[src/rtl/sram_byte_loader.sv]
// Framed byte-stream loader for SRAM port 0: A5, addr(16), count(16), data bytes [, xor checksum].
// Optional checksum stage is enabled by defining LOADER_CHECKSUM_EN.
module sram_byte_loader #(
  parameter int          ADDR_WIDTH = 11,
  parameter int          DATA_WIDTH = 16,
  parameter int          NUM_WMASKS = 2,
  parameter logic [7:0]  SYNC_BYTE  = 8'hA5
) (
  input  logic                  clk,
  input  logic                  rst,
  input  logic [7:0]            in_data,
  input  logic                  in_valid,
  output logic                  in_ready,
  output logic                  sram_csb0,
  output logic                  sram_web0,
  output logic [NUM_WMASKS-1:0] sram_wmask0,
  output logic [ADDR_WIDTH-1:0] sram_addr0,
  output logic [DATA_WIDTH-1:0] sram_din0,
  output logic                  busy,
  output logic                  done,
  output logic                  err
);

  typedef enum logic [2:0] {
    IDLE, AHI, ALO, LHI, LLO, DATA, CHK, DONE
  } state_t;

`ifdef LOADER_CHECKSUM_EN
  localparam state_t AFTER_DATA = CHK;
`else
  localparam state_t AFTER_DATA = DONE;
`endif

  state_t                state;
  state_t                nxt;
  logic [7:0]            hi_byte;
  logic [ADDR_WIDTH:0]   baddr;
  logic [15:0]           remain;
  logic [15:0]           field;
  logic                  accept;

  assign accept = in_valid && in_ready;
  assign field  = {hi_byte, in_data};

  always_comb begin
    nxt = state;
    case (state)
      IDLE: if (accept && in_data == SYNC_BYTE) nxt = AHI;
      AHI:  if (accept) nxt = ALO;
      ALO:  if (accept) nxt = LHI;
      LHI:  if (accept) nxt = LLO;
      LLO:  if (accept) nxt = (field == 16'd0) ? AFTER_DATA : DATA;
      DATA: if (accept && remain == 16'd1) nxt = AFTER_DATA;
      CHK:  if (accept) nxt = DONE;
      DONE: nxt = IDLE;
      default: nxt = IDLE;
    endcase
  end

`ifdef LOADER_CHECKSUM_EN
  logic [7:0] csum;

  always_ff @(posedge clk) begin
    if (rst) begin
      csum <= 8'h00;
      err  <= 1'b0;
    end else if (accept) begin
      case (state)
        IDLE: if (in_data == SYNC_BYTE) begin
          csum <= 8'h00;
          err  <= 1'b0;
        end
        DATA: csum <= csum ^ in_data;
        CHK:  if (in_data != csum) err <= 1'b1;
        default: ;
      endcase
    end
  end
`else
  assign err = 1'b0;
`endif

  // Status outputs are registered from the next state so they line up with state.
  always_ff @(posedge clk) begin
    if (rst) begin
      state       <= IDLE;
      in_ready    <= 1'b0;
      busy        <= 1'b0;
      done        <= 1'b0;
      hi_byte     <= 8'h00;
      baddr       <= '0;
      remain      <= 16'd0;
      sram_csb0   <= 1'b1;
      sram_web0   <= 1'b1;
      sram_wmask0 <= '0;
      sram_addr0  <= '0;
      sram_din0   <= '0;
    end else begin
      state       <= nxt;
      in_ready    <= (nxt != DONE);
      busy        <= (nxt != IDLE);
      done        <= (nxt == DONE);
      sram_csb0   <= 1'b1;
      sram_web0   <= 1'b1;
      sram_wmask0 <= '0;
      if (accept) begin
        case (state)
          AHI:  hi_byte <= in_data;
          ALO:  baddr   <= field[ADDR_WIDTH:0];
          LHI:  hi_byte <= in_data;
          LLO:  remain  <= field;
          DATA: begin
            // Byte address bit 0 picks the lane; little-endian within the word.
            sram_csb0   <= 1'b0;
            sram_web0   <= 1'b0;
            sram_wmask0 <= baddr[0] ? NUM_WMASKS'(2) : NUM_WMASKS'(1);
            sram_addr0  <= baddr[ADDR_WIDTH:1];
            sram_din0   <= DATA_WIDTH'({NUM_WMASKS{in_data}});
            baddr       <= baddr + {{ADDR_WIDTH{1'b0}}, 1'b1};
            remain      <= remain - 16'd1;
          end
          default: ;
        endcase
      end
    end
  end

endmodule
[config.mk]
export PLATFORM = sky130hd
export DESIGN_NAME = sram_byte_loader
export DESIGN_NICKNAME = d
export VERILOG_FILES = /design/src/rtl/sram_byte_loader.sv
export SDC_FILE = /design/constraint.sdc
export NUM_CORES = 1
export LEC_CHECK = 0
export ABC_AREA = 0
export CAP_MARGIN = 10
export CORE_MARGIN = 2
export CORE_UTILIZATION = 55
export DETAILED_ROUTE_END_ITERATION = 10
export HOLD_SLACK_MARGIN = 0.03
export PLACE_DENSITY_LB_ADDON = 0.08
export SETUP_SLACK_MARGIN = 0.5
export SKIP_CTS_REPAIR_TIMING = 1
export SLEW_MARGIN = 20
export SYNTH_ARGS = -nofsm -noshare
export SYNTH_HDL_FRONTEND = slang
export SYNTH_SLANG_ARGS = --single-unit
[constraint.sdc]
create_clock -name clk -period 2.3 [get_ports clk]
set_input_delay 0.69 -clock clk [delete_from_list [all_inputs] [get_ports clk]]
set_output_delay 0.69 -clock clk [all_outputs]
set_load 0.05 [all_outputs]
# ---- Word level (Yosys, flattened, before mapping)
# Cells that the tools add are included.
dict set report classes {
  mux 13
  add_sub_neg 2
  n_reduce_logical 15
  bitwise_logic 2
  eq_ne 11
}
# cell n
set op_table {}
lappend op_table {{$pmux W16 S2} 1}
lappend op_table {{$pmux W12 S2} 1}
lappend op_table {{$pmux W3 S8} 1}
lappend op_table {{$mux W3} 7}
lappend op_table {{$eq A16 B1 Y1 const B} 1}
lappend op_table {{$logic_not A16 Y1} 1}
lappend op_table {{$sub A16 B1 Y16 const B} 1}
lappend op_table {{$eq A3 B3 Y1 const B} 5}
lappend op_table {{$add A12 B1 Y12 const B} 1}
lappend op_table {{$eq A8 B8 Y1 const B} 1}
lappend op_table {{$reduce_and A2 Y1} 4}
lappend op_table {{$eq A3 B2 Y1 const B} 2}
lappend op_table {{$mux W2} 2}
lappend op_table {{$reduce_bool A2 Y1} 2}
lappend op_table {{$reduce_or A2 Y1} 2}
lappend op_table {{$eq A3 B1 Y1 const B} 1}
lappend op_table {{$logic_and A1 B1 Y1} 3}
lappend op_table {{$logic_not A3 Y1} 1}
lappend op_table {{$ne A3 B3 Y1 const B} 1}
lappend op_table {{$reduce_bool A3 Y1} 1}
lappend op_table {{$reduce_or A3 Y1} 1}
lappend op_table {{$not A1 Y1} 2}
lappend op_table {{$mux W1} 1}
dict set report word_totals {
  input_bits 11
  word_cells 54
  out_inout_bits 35
  register_bits 72
}

# ---- Logic depth before layout (Yosys ltp)
# Gate-level depths: netlist of the first run.
dict set report depth {
  word_depth 5
  mapped_depth 7
  mapped_depth_nobuf 6
}

# ---- Least setup slack after synthesis of the first run
# OpenSTA, ideal clock, no wires.
dict set report synth_path {
  path_type {input-to-reg}
  startpoint {input in_data[1]}
  endpoint {register in_ready}
  arrival_ps 1821
  path_slack_ps 362
  stages 4
  setup_ps 117
  n_path_buf 0
  required_time_ps 2183
  cell_sequence {or4_4 nor4_1 nand4_1 a32o_1}
}
dict set report synth_via {
  elab_chain_len 5
  word_cells_on_any_way 8
  classes_between {2 x eq/ne; 4 x mux; 2 x reduce/logical}
}
# item line
set synth_lines {}
lappend synth_lines {{from (decl)} 11} ;# input logic [7:0] in_data,
lappend synth_lines {{$logic_not A16 Y1 or $eq A8 B8 Y1 (tied branches)} {52, 48}}
lappend synth_lines {{$mux W2 or $logic_and A1 B1 Y1 (tied branches)} {52, 48}}
lappend synth_lines {{$mux W3, on equally long branches} {52, 48}}
lappend synth_lines {{$pmux W3 S8 *} 47} ;# case (state)
lappend synth_lines {{$ne A3 B3 Y1 *} 100} ;# in_ready <= (nxt != DONE);
lappend synth_lines {{to (signal assigned)} 100}
lappend synth_lines {{to (decl)} 13} ;# output logic in_ready,
# Mark *: on every way between the ends. The rest lies on a longest branch, timed or not.
# A chain may end at the register's enable or synchronous reset.

# ---- Worst setup path after layout of the first run
dict set report layout_path {
  startpoint {input in_data[6]}
  endpoint {register in_ready}
}
# The elaborated chain is that of the path after synthesis.

==> results of run 1 <==
==> area by class of cell <==
cell class	instances	area, µm²	area share
inverter	4	20.0	0.00493
sequential	64	1300	0.319
timing repair buffer	83	596	0.147
clock inverter	3	17.5	0.00431
tap	75	93.8	0.0231
multi-input combinational	314	1890	0.464
clock buffer	12	155	0.0382
==> how the worst max path moves through the flow <==
stage | to | cells past startpoint
6_report | in_ready$_SDFF_PP0_ | 5
3_5_place_dp | in_ready$_SDFF_PP0_ | 5
3_3_place_gp | in_ready$_SDFF_PP0_ | 5
4_1_cts | in_ready | 1
2_1_floorplan | in_ready$_SDFF_PP0_ | 4
5_1_grt | in_ready$_SDFF_PP0_ | 5
==> report_power, final <==
part	internal (µW)	switching (µW)
sequential	1110	1.65
combinational	40.5	59.9
clock	440	427
==> state kept, by name, summed over array words and instances, names as in the netlist, 2 cells and up <==
register and count:
hi_byte 8, sram_addr0 11, baddr 12, sram_wmask0 2
sram_din0 8, remain 16, state 3
==> cell usage after synthesis (all sizes together) (2+ instances only) <==
| cell type | instances | area share |
|---|---|---|
| a211o | 2 | 0.0053 |
| a211oi | 4 | 0.0091 |
| a21oi | 53 | 0.080 |
| a221oi | 3 | 0.0079 |
| a311oi | 3 | 0.0079 |
| a31oi | 4 | 0.0076 |
| and2 | 9 | 0.017 |
| and3 | 9 | 0.017 |
| and3b | 2 | 0.0053 |
| buf | 23 | 0.045 |
| clkbuf | 16 | 0.018 |
| dfxtp | 64 | 0.39 |
| ha | 3 | 0.011 |
| inv | 4 | 0.0045 |
| mux2i | 7 | 0.021 |
| nand2 | 79 | 0.090 |
| nand3 | 8 | 0.012 |
| nand3b | 3 | 0.0068 |
| nand4 | 8 | 0.015 |
| nand4b | 2 | 0.0053 |
| nor2 | 22 | 0.026 |
| nor3 | 10 | 0.015 |
| nor3b | 2 | 0.0045 |
| nor4 | 11 | 0.026 |
| o211ai | 3 | 0.0068 |
| o21a | 3 | 0.0068 |
| o21ai | 26 | 0.039 |
| o22ai | 3 | 0.0057 |
| o311ai | 2 | 0.0076 |
| o31a | 3 | 0.0079 |
| or3 | 7 | 0.013 |
| or4 | 6 | 0.018 |
==> logic make-up (layout without fill, tap and decap cells) <==
kind of cell | count (synthesis) | in the layout | share of synthesized area
compound gates | 120 | 120 | 0.225
fa+ha+maj | 3 | 3 | 0.0113
buf+inv | 43 | 102 | 0.0681
flops | 64 | 64 | 0.387
mux | 8 | 8 | 0.0246
other cells | 1 | 1 | 0.00113
simple gates | 182 | 182 | 0.283
==> worst reg2reg max path: stages (launching register included) <==
cell and delay (ps):
dfxtp_4 360, inv_4 60, ha_4 120, or3b_4 400, or4_4 470, o311ai_4 230
o22ai_1 120
==> through the flow <==
| stage | util | hold slack, ps | cells | cell area (µm²) |
|---|---|---|---|---|
| CTS | 0.695 | 455 | 550 | 4070 |
| global route | 0.695 | 471 | 555 | 4060 |
| floorplan | - | 437 | 421 | 3310 |
| finish | 0.695 | 455 | 555 | 4060 |
| detailed placement | 0.666 | 445 | 535 | 3890 |
| global placement | 0.666 | 442 | 535 | 3890 |
==> layer usage <==
layer	track usage	up-vias	part of all wire
met4	0.108	0	0.021
met5	0	-	0
li1	-	1622	-
met2	0.439	178	0.45
met1	0.406	1530	0.45
met3	0.0714	21	0.080
==> metrics, run 1 <==
Reg clk slew, reported paths=70 ps; Starting Density=0.565; status=finished, final reports clean; slew of the pin with the lowest slew margin=499 ps; Max clock buf depth=2; vias per inst=6.04; CORE AREA=0.00585 mm²; CP Data Required Time=2530 ps; Setup crit start kind=input port; post-synthesis sequential area ratio=0.387; CP startpoint=in_data[6]; PortBufs=44; pin count of the biggest net entering global routing=30; RSZ-0062 raised after global routing=yes; Starting DRT DRC Count=393; CTS Buf Count=9; first-pass GRT wire length=14.5 mm; Post-DP HPWL=6.50 mm; Slew Limit Fails=0; WL per Instance=17.0 µm; Total GRT Usage=0.292; Die Width=81.6 µm; crit-path leading delay family=simple AND/OR/NAND/NOR gates; most frequent cells in the layout=nand2_1, dfxtp_1, a21oi_1; Die ar.=0.00665 mm²; DR DRC count=0; CP max stage delay=550 ps; Final setup violation count=0; DP Worst Slack=-210 ps; vias=3351; Worst IR Drop VDD=0.398 mV; Mapped Area=0.00331 mm²; H-tree depth=3; fraction of registers with async set or reset after synthesis=0; hold worst-path end=sram_addr0[5]$_SDFFE_PP0P_; Routed WL=9.43 mm; Tot Pwr=2080 µW; Yosys cell types=58; min cycle time layout=1890 ps; hold_sp=sram_addr0[5]$_SDFFE_PP0P_; DRT Pass-1 Iters=5; antenna violations before repair=0; critical path cell sequence=buf_6 -> or4_4 -> nor4_2 -> nand4_1 -> a32o_1; filler instances=478; Setup TNS=0 ps; kind of critical path=in2reg; clk_lat worst skew=350 ps; share of cells above drive strength 1=0.250; Final Hold Fails=0; Post-synth EDFFs=0; syn_nets=435; skew final=11.4 ps; peak fanout along the critical path=4; WP buf/inv=1; area delta synth->final=22.8%; grt ovf=0; worst slew margin relative to its limit=0.667; most common cell after layout, fill and taps aside=nand2_1; Final nets=490; maximum clock frequency=529 MHz; CP arrival=2120 ps; Final GP Congestion=0.887; # IOs=46; fin worst setup slack=411 ps; Hold Crit Class=reg2reg; ys flop type=dfxtp_1; critical path's slowest cell=or4_4; clk sinks=64; reg2reg start=remain[1]$_SDFFE_PP0P_; post-route ant nets=0; reg-to-reg setup timing slack=410 ps; Reg2Reg Depth=6; CTS root buf=clkbuf_8; Rows=28; Reg-to-Reg End=remain[10]$_SDFFE_PP0P_; CTS tree=built; P per Cell Area=511 mW/mm²; Final period util=0.821; diodes inserted=0; post-synthesis register bit count=64; WHS Path Cells=2; number of global-route vias before repair=2916; MaxCap Viol Count=0; Post-Syn Instances=421; Setup crit end kind=register; die boundary height=81.6 µm; leak pwr=0.00155 µW; synthesized area per cell=7.86 µm²; synth warn=0
(Power assumes the default switching activity.)
==> run 2: changes to the inputs <==
Clock period 2.3 ns to 1.8 ns, I/O delays scaled along.
==> metrics, run 2 (synthesized netlist as in run 1, its figures left out) <==
Die Width=81.6 µm (unchanged); Largest register FFs=16 (unchanged); skew final=19.4 ps (+8.03 ps); H-tree depth=3 (unchanged); Routed WL=16.9 mm (+80%); RSZ-0062 raised after global routing=yes; Die ar.=0.00665 mm² (unchanged); Post-DP HPWL=6.89 mm (+6.1%); vias per inst=7.49 (+24%); Reg clk slew, reported paths=70 ps (about the same); critical path cell sequence=inv_2 -> ha_4 -> or3b_4 -> or4_4 -> o311ai_4 -> o22ai_1; Final nets=533 (+8.8%); first-pass GRT wire length=15.2 mm (+4.7%); clk_lat worst skew=370 ps (+20 ps); Setup crit end kind=register; CP max stage delay=480 ps (-70 ps); leak pwr=0.00224 µW (+44%); Worst IR Drop VDD=0.512 mV (+29%); Tot Pwr=2860 µW (+38%); Final Hold Fails=0 (unchanged); most frequent cells in the layout=nand2_1, buf_4, buf_8; WP buf/inv=1 (unchanged); Final GP Congestion=0.937 (+5.7%); failing checks=setup timing; DR DRC count=0 (unchanged); maximum clock frequency=505 MHz; Final setup violation count=7 (+7); vias=4486 (+34%); CTS Buf Count=9 (unchanged); CTS root buf=clkbuf_8; die boundary height=81.6 µm (unchanged); antenna violations before repair=1 (+1); P per Cell Area=511 mW/mm² (about the same); MaxCap Viol Count=0 (unchanged); Setup TNS=-528 ps (-528 ps); Clock Power Share=0.445 (+0.027); Cell Count, Final, Fillers Out=599 (+7.9%); clk sinks=64 (unchanged); diodes inserted=0 (unchanged); critical path's slowest cell=or4_4; PortBufs=44 (unchanged); status=finished with violations; Reg power frac=0.488 (-0.046); WL per Instance=28.3 µm (+66%); fin worst setup slack=-180 ps (-592 ps); Largest Register=remain; Starting Density=0.565 (unchanged); kind of critical path=reg2reg; pin count of the biggest net entering global routing=31 (+3.3%); CP arrival=2210 ps (+90 ps); Hold Crit Class=reg2reg; Int Power=2100 µW (+32%); sw frac=0.266 (+0.0304); Slew Limit Fails=0 (unchanged); Setup crit start kind=register; biggest regs=remain (16), baddr (12), sram_addr0 (11); # IOs=46 (unchanged); CP Data Required Time=2030 ps (-500 ps); most common cell after layout, fill and taps aside=nand2_1; logic gate share of total power=0.067 (+0.019); peak fanout along the critical path=3 (-1); number of global-route vias before repair=3037 (+4.1%); min cycle time layout=1980 ps; share of cells above drive strength 1=0.548 (+0.298); area delta synth->final=69.2%; Max clock buf depth=2 (unchanged); post-route ant nets=0 (unchanged); Final period util=1.10; Starting DRT DRC Count=999 (+150%); crit-path leading delay family=simple AND/OR/NAND/NOR gates; switching pwr=760 µW (+55%); CTS tree=built; CORE AREA=0.00585 mm² (unchanged); DRT Pass-1 Iters=11 (+6); # placed instances=546 (+2.1%); Rows=28 (unchanged); Total GRT Usage=0.303 (+0.0110); grt ovf=0 (unchanged)
run 2: worst paths after layout:
path / start / endpoint / slack, ps / cells past startpoint
setup / recovery: remain[1]$_SDFFE_PP0P_ / remain[10]$_SDFFE_PP0P_ / -180 / 6
setup reg to reg: remain[1]$_SDFFE_PP0P_ / remain[10]$_SDFFE_PP0P_ / -180 / 6
hold reg to reg: sram_addr0[4]$_SDFFE_PP0P_ / sram_addr0[4]$_SDFFE_PP0P_ / 480 / 2
hold / removal: sram_addr0[4]$_SDFFE_PP0P_ / sram_addr0[4]$_SDFFE_PP0P_ / 480 / 2
run 2: area by class of cell:
class,instances,area [µm²]
clock buffers,10,128
fillers,132,253
well taps,75,93.8
inverters,4,18.8
clock inverters,6,60.1
repair buffers,125,1470
flip-flops and latches,64,1380
multi-input cells,315,2450
run 2: power groups by stage:
stage | clock network (µW) | registers, µW | logic, µW
detailed placement | 0 | 1450 | 144
global placement | 0 | 1450 | 145
CTS | 1220 | 1420 | 146
global route | 1300 | 1390 | 196
finish | 1270 | 1390 | 190
floorplan | 0 | 1450 | 60.4
run 2: layer usage:
| metal | up-vias | global-route usage | part of all wire | wire length (µm) |
|---|---|---|---|---|
| met2 | 502 | 0.467 | 0.44 | 7390 |
| met5 | - | 0 | 0.00065 | 11 |
| li1 | 1719 | - | - | - |
| met4 | 2 | 0.102 | 0.094 | 1590 |
| met1 | 2058 | 0.435 | 0.32 | 5490 |
| met3 | 205 | 0.0440 | 0.15 | 2460 |
run 2: metrics by stage:
| stage | area, µm² | utilization | setup slack (ps) | hold slack (ps) |
|---|---|---|---|---|
| 2_1_floorplan | 3550 | - | 23.8 | 437 |
| 3_3_place_gp | 4080 | 0.697 | -578 | 444 |
| 3_5_place_dp | 4080 | 0.697 | -629 | 449 |
| 4_1_cts | 4270 | 0.729 | -280 | 460 |
| 5_1_grt | 5600 | 0.957 | -220 | 491 |
| 6_report | 5600 | 0.957 | -180 | 485 |
run 2: worst register-to-register path: cells and delay by family, from the launching register on:
| kind | cells | cell delay (ps) |
|---|---|---|
| fa+ha+maj | 1 | 140 |
| compound gates | 2 | 410 |
| flops | 1 | 340 |
| simple gates | 2 | 880 |
| buf+inv | 1 | 90 |
